===== src/rtl/tx_pkg.sv =====
// rtl/tx_pkg.sv - shared state encoding and helpers for the serial shift-register link
package tx_pkg;

    localparam logic [1:0] ST_IDLE  = 2'd0;
    localparam logic [1:0] ST_SHIFT = 2'd1;
    localparam logic [1:0] ST_DONE  = 2'd2;

    localparam logic IDLE_LEVEL = 1'b1;

    typedef enum logic [1:0] {
        S_IDLE  = ST_IDLE,
        S_SHIFT = ST_SHIFT,
        S_DONE  = ST_DONE
    } tx_state_e;

    // Counter width for a count of n values; never narrower than one bit.
    function automatic int cnt_width(input int n);
        return (n <= 2) ? 1 : $clog2(n);
    endfunction

endpackage


===== src/rtl/piso_serial_tx_if.sv =====
// rtl/piso_serial_tx_if.sv - load handshake and serial output bundle of the transmitter
interface piso_serial_tx_if #(
    parameter int WIDTH = 8
);
    logic [WIDTH-1:0] data_in;
    logic             load_valid;
    logic             load_ready;
    logic             sout;
    logic             sout_valid;
    logic             bit_strobe;
    logic             done;

    // Producer side: offers words, observes the serial line.
    modport master (
        output data_in, load_valid,
        input  load_ready, sout, sout_valid, bit_strobe, done
    );

    // Transmitter side.
    modport slave (
        input  data_in, load_valid,
        output load_ready, sout, sout_valid, bit_strobe, done
    );
endinterface


===== src/rtl/bit_period_ctr.sv =====
// rtl/bit_period_ctr.sv - clocks-per-bit counter with first/last clock flags
module bit_period_ctr
    import tx_pkg::*;
#(
    parameter int CLKS_PER_BIT = 4
) (
    input  logic clk,
    input  logic rst_n,
    input  logic clr,
    input  logic en,
    output logic strobe,
    output logic last
);
    localparam int CW = cnt_width(CLKS_PER_BIT);
    localparam logic [CW-1:0] TERM = CW'(CLKS_PER_BIT - 1);

    logic [CW-1:0] count_q;
    logic [CW-1:0] count_d;

    assign strobe = (count_q == '0);
    assign last   = (count_q == TERM);

    // Next count: clear wins, otherwise count up and wrap at the terminal value.
    always_comb begin
        count_d = count_q;
        if (clr) begin
            count_d = '0;
        end else if (en) begin
            count_d = last ? '0 : count_q + 1'b1;
        end
    end

    // Count register.
    always_ff @(posedge clk or negedge rst_n) begin
        if (!rst_n) begin
            count_q <= '0;
        end else begin
            count_q <= count_d;
        end
    end
endmodule


===== src/rtl/piso_serial_tx.sv =====
// rtl/piso_serial_tx.sv - parallel-in serial-out transmitter: FSM, shift register, bit counter
module piso_serial_tx
    import tx_pkg::*;
#(
    parameter int WIDTH        = 8,
    parameter int CLKS_PER_BIT = 4,
    parameter bit LSB_FIRST    = 1'b0
) (
    input  logic               clk,
    input  logic               rst_n,
    piso_serial_tx_if.slave    tx
);
    localparam int BW = cnt_width(WIDTH);
    localparam logic [BW-1:0] LAST_BIT = BW'(WIDTH - 1);

    tx_state_e        state_q, state_d;
    logic [WIDTH-1:0] shreg_q, shreg_d;
    logic [BW-1:0]    bit_cnt_q, bit_cnt_d;
    logic             sout_q, sout_d;
    logic             sout_valid_q, sout_valid_d;
    logic             load_ready_q, load_ready_d;
    logic             done_q, done_d;

    logic             ctr_clr;
    logic             ctr_strobe;
    logic             ctr_last;
    logic             handshake;
    logic [WIDTH-1:0] shreg_adv;

    assign handshake = tx.load_valid && load_ready_q;
    assign shreg_adv = LSB_FIRST ? {1'b0, shreg_q[WIDTH-1:1]}
                                 : {shreg_q[WIDTH-2:0], 1'b0};

    bit_period_ctr #(
        .CLKS_PER_BIT (CLKS_PER_BIT)
    ) u_bit_period_ctr (
        .clk    (clk),
        .rst_n  (rst_n),
        .clr    (ctr_clr),
        .en     (state_q == S_SHIFT),
        .strobe (ctr_strobe),
        .last   (ctr_last)
    );

    // Next-state, shift and bit-count logic; outputs are derived from the next
    // state so that they appear on the same cycle the state is entered.
    always_comb begin
        state_d   = state_q;
        shreg_d   = shreg_q;
        bit_cnt_d = bit_cnt_q;
        ctr_clr   = 1'b0;
        case (state_q)
            S_IDLE: begin
                if (handshake) begin
                    state_d   = S_SHIFT;
                    shreg_d   = tx.data_in;
                    bit_cnt_d = '0;
                    ctr_clr   = 1'b1;
                end
            end
            S_SHIFT: begin
                if (ctr_last) begin
                    if (bit_cnt_q == LAST_BIT) begin
                        state_d = S_DONE;
                    end else begin
                        bit_cnt_d = bit_cnt_q + 1'b1;
                        shreg_d   = shreg_adv;
                    end
                end
            end
            S_DONE: begin
                state_d = S_IDLE;
            end
            default: begin
                state_d = S_IDLE;
            end
        endcase

        load_ready_d = (state_d == S_IDLE);
        sout_valid_d = (state_d == S_SHIFT);
        done_d       = (state_d == S_DONE);
        if (state_d == S_SHIFT) begin
            sout_d = LSB_FIRST ? shreg_d[0] : shreg_d[WIDTH-1];
        end else begin
            sout_d = IDLE_LEVEL;
        end
    end

    // FSM, datapath and registered outputs.
    always_ff @(posedge clk or negedge rst_n) begin
        if (!rst_n) begin
            state_q      <= S_IDLE;
            shreg_q      <= '0;
            bit_cnt_q    <= '0;
            sout_q       <= IDLE_LEVEL;
            sout_valid_q <= 1'b0;
            load_ready_q <= 1'b1;
            done_q       <= 1'b0;
        end else begin
            state_q      <= state_d;
            shreg_q      <= shreg_d;
            bit_cnt_q    <= bit_cnt_d;
            sout_q       <= sout_d;
            sout_valid_q <= sout_valid_d;
            load_ready_q <= load_ready_d;
            done_q       <= done_d;
        end
    end

    assign tx.sout       = sout_q;
    assign tx.sout_valid = sout_valid_q;
    assign tx.load_ready = load_ready_q;
    assign tx.done       = done_q;
    // The counter sits at zero on the first clock of every bit.
    assign tx.bit_strobe = sout_valid_q && ctr_strobe;
endmodule


===== src/flat_wrapper.sv =====
// flat-port wrapper written by rule: the top's interface ports become plain ports
module piso_serial_tx_flat import tx_pkg::*;
#(
    parameter int WIDTH        = 8,
    parameter int CLKS_PER_BIT = 4,
    parameter bit LSB_FIRST    = 1'b0
)
  (clk, rst_n, tx_data_in, tx_load_valid, tx_load_ready, tx_sout, tx_sout_valid, tx_bit_strobe, tx_done);
  piso_serial_tx_if #(.WIDTH(WIDTH)) tx_i ();
  input  logic clk;
  input  logic rst_n;
  input wire logic [$bits(tx_i.data_in)-1:0] tx_data_in;
  input wire logic [$bits(tx_i.load_valid)-1:0] tx_load_valid;
  output wire logic [$bits(tx_i.load_ready)-1:0] tx_load_ready;
  output wire logic [$bits(tx_i.sout)-1:0] tx_sout;
  output wire logic [$bits(tx_i.sout_valid)-1:0] tx_sout_valid;
  output wire logic [$bits(tx_i.bit_strobe)-1:0] tx_bit_strobe;
  output wire logic [$bits(tx_i.done)-1:0] tx_done;
  assign tx_i.data_in = tx_data_in;
  assign tx_i.load_valid = tx_load_valid;
  assign tx_load_ready = tx_i.load_ready;
  assign tx_sout = tx_i.sout;
  assign tx_sout_valid = tx_i.sout_valid;
  assign tx_bit_strobe = tx_i.bit_strobe;
  assign tx_done = tx_i.done;
  piso_serial_tx #(.WIDTH(WIDTH), .CLKS_PER_BIT(CLKS_PER_BIT), .LSB_FIRST(LSB_FIRST)) u_core (.clk(clk), .rst_n(rst_n), .tx(tx_i));
endmodule

===== config.mk =====
export PLATFORM = sky130hd
export DESIGN_NAME = piso_serial_tx_flat
export DESIGN_NICKNAME = d
export VERILOG_FILES = /design/src/rtl/tx_pkg.sv /design/src/rtl/piso_serial_tx_if.sv /design/src/rtl/bit_period_ctr.sv /design/src/rtl/piso_serial_tx.sv /design/src/flat_wrapper.sv
export SDC_FILE = /design/constraint.sdc
export NUM_CORES = 1
export LEC_CHECK = 0
export BUFFER_PORTS_ARGS = -buffer_cell sky130_fd_sc_hd__buf_2
export CAP_MARGIN = 15
export CORE_MARGIN = 2
export CORE_UTILIZATION = 55
export DETAILED_ROUTE_END_ITERATION = 8
export PLACE_DENSITY = 0.87
export SYNTH_ARGS = -nofsm -noshare
export SYNTH_HDL_FRONTEND = slang
export SYNTH_SLANG_ARGS = --single-unit

===== constraint.sdc =====
create_clock -name clk -period 3.7 [get_ports clk]
set_input_delay 0.555 -clock clk [delete_from_list [all_inputs] [get_ports clk]]
set_output_delay 0.555 -clock clk [all_outputs]
set_load 0.02 [all_outputs]

==> impl_metrics.yaml <==
status:
  status: "complete, no violations"
timing:
  finClkSkew_ns: 0.00414
  fmax_ghz: 0.553
  rsz0062_at_grt: "no"
  maxSlewHeadroom_pct: 73.2
  finalSetupTns_ns: 0
  fin_crit_sh_pct: 48.9
  finalSetupViolCount: 0
  worstMarginPinSlew_ns: 0.401
  slew_violations: 0
  hold_viol_final: 0
  finalCriticalPeriod_ns: 1.81
synthesis:
  synthArstFlopShare_pct: 100
  yosysWarnings: 0
  synth_cell_types: 26
  synth_nets: 94
  syn_area_um2: 871
  yosysMostFrequentCell: "dfrtp_1"
  ys.flop_type: "dfrtp_1"
  ys_seq_area_share_pct: 54.9
  ys_seq_elements: 19
  netlist_instances: 79
  synth_edf_count: 0
  synth_commonest_cells: "17 x dfrtp_1, 13 x inv_1, 7 x a22oi_1, 7 x o21ai_1, 4 x ha_1"
  yosysTopAreaCell: "dfrtp_1"
  syn_avg_cell_area_um2: 11.0
  yosys.area.top_type_share_pct: 48.9
  ys_top_cells_by_area: "dfrtp_1 49%, a22oi_1 6.0%, dfstp_2 6.0%"
clocking:
  tritoncts: "built"
  hold_buffers: 0
  cts_root_buf: "clkbuf_4"
  post_cts_buffers: 0
  cts_buffer_depth: 2
  path_clk_slew_ns: 0.10
  htreeDepth: 1
  ctsResizeCount: 0
  numClockSinks: 19
  worst_skew_pair.late_latency_ns: 0.30
  cts_buffers: 3
routing:
  route.detailed.drc: 0
  dr.pass1.iters: 2
  drt-initial-drc-count: 7
  routed_wl_mm: 1.48
  drt-vias-per-instance: 5.46
  wire_per_inst_um: 13.5
  ant_nets: 0
  vias: 601
grt:
  grt_overflow: 0
  grt_pass1_vias: 610
  track_usage_pct: 19.2
  grt_max_degree: 20
  antenna_found_initial: 0
  grt_pass1_wl_mm: 2.53
layout:
  antenna_cells: 0
  area_growth_pct: 11.1
  nNetsFinal: 110
  utilization_pct: 65.0
  drive_gt1_share_pct: 28.7
  num-fill-cells: 121
power_and_ir_drop:
  ir_drop_v: 0.000378
  power_leakage_nw: 0.474
  power_w: 0.000725
  power_switching_w: 0.000268
  internal_power_w: 0.000457
  pwr-share-clk_pct: 13.9
  power.density_nw_per_um2: 749
  power_frac_comb_pct: 39.0
  power.share.sequential_pct: 47.1
  switching_share_pct: 36.9
floorplanning:
  core_area_um2: 1490
  die_h_um: 43.8
  floorplan.initialDensity_pct: 58.5
  io_pins: 16
  die_area_um2: 1920
  die_x_um: 43.8
  rows: 14
placed_design:
  routabilityCongestion: 0.735
  io_buffer_count: 15
  dpl.hpwl_mm: 1.10
critical_path:
  path_max_fanout: 4
  startpoint_type: "register"
  crit_path_end_kind: "output port"
  required_ns: 3.14
  crit_arrival_ns: 1.25
  path_class: "register to output port"
min_path:
  worstHoldPathType: "input pin to asynchronous set/reset pin"
flow_run:
  maxCapViolCount: 0
-- worst paths after layout --
check,from,endpoint,slack (ns),cells past startpoint
worst max-delay path,u_core.u_bit_period_ctr.count_q[0]$_DFFE_PN0P_,tx_bit_strobe,1.89,4
worst min-delay path,rst_n,u_core.state_q[1]$_DFF_PN0_,0.17,1
worst max register to register,u_core.bit_cnt_q[0]$_DFFE_PN0P_,u_core.bit_cnt_q[2]$_DFFE_PN0P_,1.97,5
worst min register to register,u_core.state_q[1]$_DFF_PN0_,u_core.tx.sout_valid$_DFF_PN0_,0.50,1
max in group asynchronous,rst_n,u_core.tx.load_ready$_DFF_PN1_,3.21,1
min in group clk,tx_data_in[0],u_core.shreg_q[0]$_DFFE_PN0P_,0.46,3
-- registers in the layout (all words and copies together) (netlist names) --
signal / flops
u_core.tx.load_ready: 1
u_core.u_bit_period_ctr.count_q: 2
u_core.tx.done: 1
u_core.state_q: 2
u_core.tx.sout: 1
u_core.shreg_q: 8
u_core.bit_cnt_q: 3
u_core.tx.sout_valid: 1
-- power groups by stage --
stage / Combinational (W) / Sequential [W] / Clock (W)
6_report: 0.000283 / 0.000341 / 0.000101
5_1_grt: 0.000321 / 0.000353 / 0.000114
4_1_cts: 0.000288 / 0.000343 / 0.000105
3_5_place_dp: 0.000286 / 0.000347 / 0
3_3_place_gp: 0.000275 / 0.000340 / 0
2_1_floorplan: 0.000216 / 0.000353 / 0
-- worst max-delay path, stage by stage, from the launching register on --
cell     delay [ns]
dfrtp_1        0.40
inv_1          0.06
ha_1           0.20
and2_1         0.15
buf_2          0.15
-- kinds of logic (layout without fill, tap and decap cells) --
kind of cell / Yosys count / in the layout / synth area share, %
buffers and inverters: 17 / 32 / 8.48
AND/OR/NAND/NOR: 13 / 13 / 10.3
AO/OA/AOI/OAI: 26 / 26 / 20.5
flip-flops: 19 / 19 / 54.9
adder cells (fa/ha/maj): 4 / 4 / 5.75
-- final cells by class --
type / instances / area [µm²] / area share (%)
Sequential cell: 19 / 478 / 49.4
Multi-Input combinational cell: 43 / 319 / 33.0
Timing Repair Buffer: 15 / 75.1 / 7.76
Inverter: 13 / 48.8 / 5.05
Clock buffer: 4 / 26.3 / 2.72
Tap cell: 16 / 20.0 / 2.07
-- metal layers --
| metal | track usage, % | wire length, µm | vias up |
|---|---|---|---|
| met3 | 5.83 | 74 | 7 |
| met5 | 0 | 0 | - |
| li1 | - | - | 299 |
| met2 | 29.4 | 689 | 17 |
| met1 | 21.5 | 648 | 278 |
| met4 | 17.0 | 69 | 0 |
-- layout by cell type, fill, tap and decap left out, types with 3 or more instances in the layout --
cell / count
dfrtp_1: 17
buf_2: 15
inv_1: 13
a22oi_1: 7
o21ai_1: 7
ha_1: 4
nand2_1: 3
clkbuf_4: 3
-- per-stage QoR --
step                      worst slack [ns]  area [µm²]  hold slack (ns)  instances
after detailed placement              1.98         941            0.479        106
after CTS                             1.86         967            0.179        110
after floorplan                       2.24         871            0.259         79
after global placement                2.06         941            0.482        106
after global routing                  1.82         967            0.187        110
final                                 1.89         967            0.171        110
(Power assumes the default switching activity.)
